<file path="src/rtl/pc_unit.sv">
// Program-counter stage: holds the fetch address, selects the next PC,
// runs the boot/run/halt/fault control and counts retired instructions.
module pc_unit #(
  parameter logic [31:0] RESET_VEC  = 32'h0000_0000,
  parameter int unsigned IMEM_BYTES = 1500
) (
  input  logic        CLK,
  input  logic        Reset,
  input  logic        PCWre,
  input  logic [1:0]  PCSrc,
  input  logic [31:0] Immediate,
  input  logic [31:0] RsData,
  input  logic [25:0] JumpAddr,
  input  logic        Halt,
  output logic [31:0] IAddr,
  output logic [31:0] PC4,
  output logic [1:0]  RunState,
  output logic        Fault,
  output logic [31:0] InstCount
);

  localparam logic [31:0] LAST_ADDR = 32'(IMEM_BYTES - 4);

  typedef enum logic [1:0] {
    ST_BOOT  = 2'b00,
    ST_RUN   = 2'b01,
    ST_HALT  = 2'b10,
    ST_FAULT = 2'b11
  } state_e;

  state_e      state_q, state_d;
  logic [31:0] pc_q, pc_d;
  logic [31:0] cnt_q, cnt_d;
  logic        fault_q;
  logic [31:0] pc4_s;
  logic [31:0] next_pc_s;
  logic        illegal_s;
  logic        unused_imm_s;

  // The branch offset is a word count shifted left by two, so its top bits fall off.
  assign unused_imm_s = &{1'b0, Immediate[31:30]};
  assign pc4_s        = pc_q + 32'd4;

  // Next-PC selection and target legality check.
  always_comb begin
    next_pc_s = pc4_s;
    case (PCSrc)
      2'b00:   next_pc_s = pc4_s;
      2'b01:   next_pc_s = pc4_s + {Immediate[29:0], 2'b00};
      2'b10:   next_pc_s = RsData;
      2'b11:   next_pc_s = {pc4_s[31:28], JumpAddr, 2'b00};
      default: next_pc_s = pc4_s;
    endcase
    illegal_s = (next_pc_s[1:0] != 2'b00) || (next_pc_s > LAST_ADDR);
  end

  // Run-control next state; halt wins over the write enable and over a bad target.
  always_comb begin
    state_d = state_q;
    pc_d    = pc_q;
    cnt_d   = cnt_q;
    case (state_q)
      ST_BOOT: state_d = ST_RUN;
      ST_RUN: begin
        if (Halt) begin
          state_d = ST_HALT;
        end else if (!PCWre) begin
          state_d = ST_RUN;
        end else if (illegal_s) begin
          state_d = ST_FAULT;
        end else begin
          pc_d  = next_pc_s;
          cnt_d = (cnt_q == 32'hFFFF_FFFF) ? cnt_q : cnt_q + 32'd1;
        end
      end
      ST_HALT:  state_d = ST_HALT;
      ST_FAULT: state_d = ST_FAULT;
      default:  state_d = ST_BOOT;
    endcase
  end

  // State registers with asynchronous clear.
  always_ff @(posedge CLK or negedge Reset) begin
    if (!Reset) begin
      state_q <= ST_BOOT;
      pc_q    <= RESET_VEC;
      cnt_q   <= 32'd0;
      fault_q <= 1'b0;
    end else begin
      state_q <= state_d;
      pc_q    <= pc_d;
      cnt_q   <= cnt_d;
      fault_q <= (state_d == ST_FAULT);
    end
  end

  assign IAddr     = pc_q;
  assign PC4       = pc4_s;
  assign RunState  = state_q;
  assign Fault     = fault_q;
  assign InstCount = cnt_q;

endmodule
</file>
<file path="config.mk">
export PLATFORM = sky130hd
export DESIGN_NAME = pc_unit
export DESIGN_NICKNAME = d
export VERILOG_FILES = /design/src/rtl/pc_unit.sv
export SDC_FILE = /design/constraint.sdc
export NUM_CORES = 1
export LEC_CHECK = 0
export CORE_MARGIN = 3
export CORE_UTILIZATION = 40
export DETAILED_ROUTE_END_ITERATION = 8
export GPL_TIMING_DRIVEN = 0
export PLACE_DENSITY = 0.8
export SYNTH_ARGS = -nofsm -noshare
export SYNTH_HDL_FRONTEND = slang
export SYNTH_SLANG_ARGS = --single-unit
</file>
<file path="constraint.sdc">
create_clock -name CLK -period 8 [get_ports CLK]
set_clock_uncertainty 0.15 [all_clocks]
set_input_delay 1.2 -clock CLK [delete_from_list [all_inputs] [get_ports CLK]]
set_output_delay 1.2 -clock CLK [all_outputs]
set_load 0.01 [all_outputs]
</file>
Word level (Yosys, flattened, before mapping):

Index checks and enable logic that the tools add are counted.

* output and inout port bits: 99
* bits in registers: 67

* add/subtract/negate cells: 3
* equality and inequality tests: 8
* bitwise operators: 3
* reductions and logical operators: 6
* $lt $le $gt $ge: 1
* multiplexer cells: 5

Operators with widths (number)
* case mux 32 bit (4 select lines): 1
* adder 32 x 1 -> 32 bit (second input constant): 1
* adder 32 x 3 -> 32 bit (second input constant): 1
* adder 32 bit: 1
* == test 32 bit (second input constant): 1
* greater-than comparator 32 x 11 -> 1 bit (second input constant): 1
* == test 2 bit (second input constant): 5
* case mux 2 bit (4 select lines): 1
* two-way mux 2 bit: 3
* AND reduction 5 bit: 1
* == test 2 x 1 -> 1 bit (second input constant): 2
* zero test 2 bit: 2
* AND reduction 4 bit: 1
* NOT 1 bit: 3
* nonzero test 2 bit: 1
* logical OR 1 bit: 1

Longest topological paths before layout:

Gate-level depths: netlist of run 1.

* depth in word-level cells: 10
* mapped depth: 19
* gate-level depth less buffers: 17

Least setup slack after synthesis of run 1:

OpenSTA, ideal clock, no wires.

* path kind: register to register
* start point: register pc_q[2] (netlist: IAddr[2])
* end point: register pc_q[10] (netlist: IAddr[10])
* stages on the path, launching flop included: 20
* setup slack: 3.024 ns
* path buffers: 2
* arrival: 4.698 ns
* library setup time: 0.128 ns
* required time: 7.722 ns
* cells stage by stage: dfrtp_1 ha_1 and4_1 buf_4 nand4_1 nor2_1 nand2_1 xnor2_1 ha_1 a21oi_1 o22ai_1 o41ai_1 nand2_1 o21ai_1 mux2_2 a2111oi_4 nand4_4 nor3_4 buf_4 mux2_1

* word-level cells in the longest chain between the ends: 7

RTL lines
* start: declaration: line 32 `logic [31:0] pc_q, pc_d;`
* start signal: assignment: line 91 `pc_q <= pc_d;`
* adder 32 x 3 -> 32 bit *: line 42 `assign pc4_s = pc_q + 32'd4;`
* net PC4[26]: line 16 `output logic [31:0] PC4,`
* adder 32 bit: line 49 `2'b01: next_pc_s = pc4_s + {Immediate[29:0], 2'b00};`
* case mux 32 bit (4 select lines) *: line 47 `case (PCSrc)`
* greater-than comparator 32 x 11 -> 1 bit *: line 54 `illegal_s = (next_pc_s[1:0] != 2'b00) || (next_pc_s > LAST_ADDR);`
* logical OR 1 bit *: line 54
* NOT 1 bit (no source line) *
* AND reduction 4 bit (no source line) *

The timed path passes the listed nets; every way through them passes the cells marked *.
A chain may end at the register's enable or synchronous reset.

Worst setup path after layout of run 1:

* start point: register pc_q[2] (netlist: IAddr[2])
* end point: register pc_q[3] (netlist: IAddr[3])

* word-level cells in the longest chain between the ends: 7

RTL lines (line)
* adder 32 x 3 -> 32 bit *: 42
* adder 32 bit: 49
* case mux 32 bit (4 select lines) *: 47
* greater-than comparator 32 x 11 -> 1 bit: 54
* logical OR 1 bit: 54
* NOT 1 bit (no source line)
* AND reduction 4 bit (no source line)

Every way passes the cells marked *; elsewhere a longest branch is shown, timed or not.

==> out/results.txt, run 1 <==
Synthesized flop and latch total = 67
TritonRoute pass-1 iters = 5
Post-synth top area share = 0.2537
Multi-input combinational cell area = 0.004638 mm2
Clock sinks = 67
Critical Path RT = 8.06 ns
RSZ-0062 raised after global routing = no
Core footprint = 0.01600 mm2
GPL Wtd Cong = 0.9698
Crit path DAT = 6.13 ns
RR Endpoint = IAddr[3]
CP max FO = 10
Final nets = 1108
Drt wl/cell = 20.37 um
Cts bufs inserted = 9
Total power = 0.0009358 W
Fmax = 164.6 MHz
Power per cell area = 103.0 mW/mm2
Period minus WS final = 6.075 ns
Internal power = 0.0006957 W
Number of global-route vias before repair = 6721
CTS tree = yes
Pin count of the biggest net entering global routing = 68
Clock Tree Buf Depth = 2
Antenna Nets Post-Route = 0
Cells on worst reg2reg path = 19
Switching power = 0.0002401 W
Primary FF master, synth = dfrtp_1
CP Capture Type = flip-flop
Die Wd = 134.5 um
Switching Share = 0.2566
FF+latch area = 0.001677 mm2
Vias = 7154
Post_cts resized = 0
Rows = 46
Global-route wire length before repair = 37770 um
Most common cell in the netlist = nand2_1
Synth cell types = 81
R2r startpoint = IAddr[2]
Yosys Warn Count = 0
Worst VDD drop = 0.1113 mV
Die area = 0.01810 mm2
Clk Tree Root Cell = clkbuf_16
Hold Crit Depth = 1
Crit share post-route = 0.7593
Largest area contributor in the netlist = dfrtp_1
Hold_sp = InstCount[9]
# H-tree levels = 3
Initial antenna violation count = 0
Initial Util = 0.4130
Hold_buf cts = 0
Seq/Total Area, Yosys = 0.2537
DR DRC count = 0
Via-to-Cell Ratio = 5.977
Run status = complete, no violations
Type of the tightest min-delay check = reg2reg
Final setup viols = 0
Later-pin clock latency in the skew report = 0.33 ns
Synth top cells by count = nand2_1 (69), dfrtp_1 (67), nor2_1 (53)
CP Launch Type = flip-flop
Flop2flop setup slack = 1.93 ns
Cell area after synthesis = 0.006608 mm2
Syn_nets = 907
Final hold violations = 0
Flop pwr share = 0.366
Die Y = 134.5 um
Combinational fraction of design power = 0.198
Tot GR Track Use = 0.2630
Setup CP Type = reg2reg
Layout cells sized above 1 = 0.08665
Slew Viols, Final = 0
Worst-margin pin slew = 0.8745 ns
Post-CTS Setup Bufs = 0
Port Buffers = 190
Area delta synth->final = 37.49%
Clock power frac = 0.436
Syn Inst Count = 775
Filler cells = 1506
Hold endpoint = InstCount[9]
Syn Area/Cell = 8.526 um2
Antenna diode instance count = 0
TNS Setup = 0 ns
Max-cap violations = 0
Synth top area cells = dfrtp_1 (25%), ha_1 (6.6%), xor2_1 (5.7%)
DRT iter0 DRCs = 670
Total Routed Length = 24380 um
Asr flop ratio synth = 1.000
Relative slew slack = 0.4170
Static Leak = 3.885 nW
HPWL Detailed = 19340 um
Clock transition at path regs = 0.05 ns
EDFF count, synth = 0
Gr ovfl total = 0
IO Pins = 195
-- cell usage in the layout (no fill, tap or decap), types with 16 or more instances in the layout --
cell             synthesis  layout
a21oi_1                 50      50
o21ai_0                 35      35
nand4_1                 26      26
nor2b_1                 27      27
inv_1                   18      18
xnor2_1                 21      21
ha_1                    35      35
nor4_2                  24      24
nand3_1                 31      31
dfrtp_1                 67      67
clkdlybuf4s50_1          0     189
xor2_1                  43      43
mux2i_1                 16      16
nand2_1                 69      69
nor3_1                  23      23
clkbuf_1                17      20
nor2_1                  53      53
-- worst max path at each step --
| stage | start | end | slack (ns) | cells past startpoint |
|---|---|---|---|---|
| floorplan | IAddr[2] | IAddr[10] | 3.02 | 19 |
| global placement | IAddr[2] | IAddr[6] | 2.03 | 19 |
| CTS | IAddr[2] | IAddr[3] | 2.07 | 19 |
| finish | IAddr[2] | IAddr[3] | 1.93 | 19 |
| detailed placement | IAddr[2] | IAddr[10] | 2.08 | 19 |
| global route | IAddr[2] | IAddr[10] | 1.49 | 19 |
-- state kept, by name, summed over array words and instances (netlist names) --
name and count:
InstCount 32, IAddr 32, RunState 2, Fault 1
-- power groups by stage --
stage	clock [W]	sequential (W)	combinational [W]
after detailed placement	0	0.000348	0.000182
final	0.000408	0.000342	0.000186
after floorplan	0	0.000348	0.0000921
after global placement	0	0.000348	0.000180
after CTS	0.000414	0.000342	0.000183
after global routing	0.000426	0.000342	0.000200
-- layer usage --
metal  track usage  part of all wire
met5             0                 0
met4       0.08484             0.031
met3       0.06148             0.093
met2        0.4031              0.44
met1        0.3678              0.44
-- layout make-up --
class,instances,share of cell area
plain buffers,40,0.02396
flip-flops and latches,67,0.1845
well taps,216,0.02975
repair buffers,190,0.2091
clock buffers,15,0.03057
inverters,20,0.008263
multi-input cells,648,0.5105
clock inverters,1,0.003305
-- logic make-up after synthesis --
logic type	count (synthesis)	share of synthesized area
AND/OR/NAND/NOR	330	0.2973
AO/OA/AOI/OAI	183	0.1839
flip-flops	67	0.2537
XOR/XNOR	66	0.08976
buffers and inverters	60	0.04431
adder cells (fa/ha/maj)	36	0.06931
multiplexers	33	0.06173
-- through the flow --
step	hold slack (ns)	worst slack, ns	std cells	utilization	instance area (um2)
detailed placement	0.3247	2.084	1181	0.5486	8777
global route	0.3576	1.494	1197	0.5678	9085
floorplan	0.3649	3.024	775	-	6608
global placement	0.3208	2.027	1181	0.5487	8780
CTS	0.3359	2.067	1197	0.5678	9085
finish	0.3337	1.925	1197	0.5678	9085
-- worst max-delay path, cell delays in order (launching register included) --
cell,delay (ns)
dfrtp_1,0.44
ha_1,0.24
and4_1,0.20
buf_4,0.16
nand4_1,0.20
nor2_1,0.16
xor2_1,0.36
ha_1,0.31
clkbuf_1,0.20
a21oi_1,0.28
o21ai_0,0.23
nor2_1,0.34
nor4b_1,0.69
o211ai_1,0.23
nand3_1,0.12
nor3b_1,0.43
nand4_4,0.30
nor3_4,0.31
buf_4,0.27
mux2_1,0.34
No activity file was read; power rests on OpenSTA's default activity.
==> run 2, diff against run 1 <==
--- a/config.mk
+++ b/config.mk
@@ -9,7 +9,7 @@
 export CORE_UTILIZATION = 40
 export DETAILED_ROUTE_END_ITERATION = 8
 export GPL_TIMING_DRIVEN = 0
-export PLACE_DENSITY = 0.8
+export PLACE_DENSITY = 0.83
 export SYNTH_ARGS = -nofsm -noshare
 export SYNTH_HDL_FRONTEND = slang
 export SYNTH_SLANG_ARGS = --single-unit
==> constraint.sdc (replaced) <==
create_clock -name CLK -period 5.5 [get_ports CLK]
set_clock_uncertainty 0.15 [all_clocks]
set_input_delay 0.825 -clock CLK [delete_from_list [all_inputs] [get_ports CLK]]
set_output_delay 0.825 -clock CLK [all_outputs]
set_load 0.01 [all_outputs]
==> run 2 against run 1 <==
Net effect:
- sequential share of layout area down 0.41 points
- sequential power increased by 46%
- register-to-register slack got worse by 1.8 ns
- power is 44% higher
- utilization rose by 1.3 points
- worst setup slack worse by 1.8 ns
- critical path depth down 1
==> out/results.txt, run 2 (same netlist as run 1, synthesis figures left out) <==
Clock sinks = 67
Die area = 0.01810 mm2
Combinational fraction of design power = 0.205
Antenna diode instance count = 0
Final hold violations = 0
Max-cap violations = 0
Switching Share = 0.2651
Type of the tightest min-delay check = reg2reg
IO Pins = 195
Run status = complete, no violations
# H-tree levels = 3
Worst VDD drop = 0.1790 mV
TritonRoute pass-1 iters = 5
Total power = 0.001343 W
Initial Util = 0.4130
Global-route wire length before repair = 37230 um
Switching power = 0.0003561 W
Period minus WS final = 5.349 ns
FF+latch area = 0.001678 mm2
RSZ-0062 raised after global routing = no
CTS tree = yes
Die Wd = 134.5 um
Total Routed Length = 24420 um
CP max FO = 8
Number of global-route vias before repair = 6720
GPL Wtd Cong = 0.9982
Crit share post-route = 0.9725
Die Y = 134.5 um
Most frequent cells in the layout = clkdlybuf4s50_1 (189), nand2_1 (69), dfrtp_1 (66), nor2_1 (51), a21oi_1 (44)
Tot GR Track Use = 0.2574
Worst-path cell chain = ha_1 > and4_1 > buf_4 > nand4_1 > nor2_2 > xor2_2 > ha_2 > a21oi_2 > o21ai_0 > nor2_2 > nand2_1 > o21ai_2 > mux2_2 > a2111oi_4 > nand4_4 > buf_4 > or4_4 > xnor2_2
Crit path max-delay family = simple AND/OR/NAND/NOR gates
Relative slew slack = 0.4171
Crit path DAT = 5.41 ns
Clock Tree Buf Depth = 2
HPWL Detailed = 19210 um
Antenna Nets Post-Route = 0
Pin count of the biggest net entering global routing = 68
Hold_buf cts = 0
Fmax = 187.0 MHz
Power per cell area = 144.5 mW/mm2
Port Buffers = 190
Buf+Inv Stages, Crit Path = 2
Commonest non-fill, non-tap cell in the layout = clkdlybuf4s50_1
Drt wl/cell = 20.30 um
Clock power frac = 0.424
Rows = 46
TNS Setup = 0 ns
Worst-margin pin slew = 0.8744 ns
Initial antenna violation count = 0
Clk Tree Root Cell = clkbuf_16
Filler cells = 1489
CP max stage delay = 0.52 ns
Core footprint = 0.01600 mm2
Slowest cell on crit path = or4_4
Layout cells sized above 1 = 0.1246
Gr ovfl total = 0
CP Capture Type = flip-flop
Setup CP Type = reg2reg
Area delta synth->final = 40.69%
Static Leak = 3.990 nW
Vias = 7241
Multi-input combinational cell area = 0.004800 mm2
Flop pwr share = 0.371
Final nets = 1114
Slew Viols, Final = 0
Internal power = 0.0009871 W
Clock transition at path regs = 0.06 ns
DRT iter0 DRCs = 586
DR DRC count = 0
Via-to-Cell Ratio = 6.019
Utilization after layout = 0.5810
Final setup viols = 0
Cts bufs inserted = 9
Hold slack = 0.3345 ns
CP Launch Type = flip-flop
Critical Path RT = 5.56 ns
Later-pin clock latency in the skew report = 0.33 ns
-- run 2: changes by cell type in the layout (fill, tap and decap cells not counted), moves of 3 or more --
cell	previous run	this run
ha_2	0	3
clkbuf_1	20	14
ha_1	35	32
xnor2_2	1	5
xnor2_1	21	17
a21oi_2	0	4
buf_4	6	14
o21ai_2	0	3
clkinv_2	0	3
a21oi_1	50	44
o21ai_0	35	32
-- run 2: layout make-up --
class / instances / share of cell area
plain buffers: 37 / 0.02275
repair buffers: 199 / 0.2116
flip-flops and latches: 67 / 0.1805
inverters: 20 / 0.008075
clock inverters: 5 / 0.005653
well taps: 216 / 0.02907
multi-input cells: 648 / 0.5163
clock buffers: 11 / 0.02611
-- run 2: worst register-to-register path, delay by kind of cell, from the launching register on --
kind	cells	cell delay, ns
and+or+nand+nor	7	1.79
AOI/OAI and AO/OA	4	1.02
adders and majority gates	2	0.65
DFF	1	0.42
xor gates and xnor gates	2	0.41
muxes	1	0.40
buffers and inverters	2	0.37
-- run 2: path summary, 6_finish.rpt --
path | start | end | slack (ns) | cells after the start
max | IAddr[3] | InstCount[8] | 0.15 | 18
min | InstCount[9] | InstCount[9] | 0.33 | 1
max reg2reg | IAddr[3] | InstCount[8] | 0.15 | 18
min reg2reg | InstCount[9] | InstCount[9] | 0.33 | 1
max in group asynchronous | Reset | IAddr[2] | 4.10 | 1
min in group asynchronous | Reset | IAddr[27] | 0.47 | 1
-- run 2: what timing repair did --
| item | CTS | global route |
|---|---|---|
| gates resized for setup | 11 | 27 |
| setup buffers | 2 | 7 |
| endpoints found under the setup margin | 66 | 66 |
| pin swaps | 1 | 8 |
-- run 2: metrics by stage --
| step | std cells | worst slack [ns] | cell area (um2) |
|---|---|---|---|
| 6_report | 1203 | 0.1511 | 9296 |
| 5_1_grt | 1203 | 0.02221 | 9296 |
| 3_3_place_gp | 1181 | -0.4848 | 8780 |
| 2_1_floorplan | 775 | 0.5241 | 6608 |
| 4_1_cts | 1199 | 0.01549 | 9135 |
| 3_5_place_dp | 1181 | -0.4647 | 8777 |
-- run 2: routing by layer --
| metal | up-vias | global-route usage | share of wire |
|---|---|---|---|
| li1 | 3326 | - | - |
| met1 | 3454 | 0.3624 | 0.43 |
| met2 | 399 | 0.3980 | 0.45 |
| met3 | 62 | 0.05104 | 0.089 |
| met4 | 0 | 0.08428 | 0.035 |
| met5 | - | 0 | 0 |
-- run 2: power groups by stage --
stage,Clock (W),Combinational [W],Sequential [W]
global route,0.000599,0.000296,0.000498
CTS,0.000580,0.000265,0.000498
detailed placement,0,0.000263,0.000507
finish,0.000570,0.000275,0.000498
global placement,0,0.000261,0.000507
floorplan,0,0.000134,0.000507
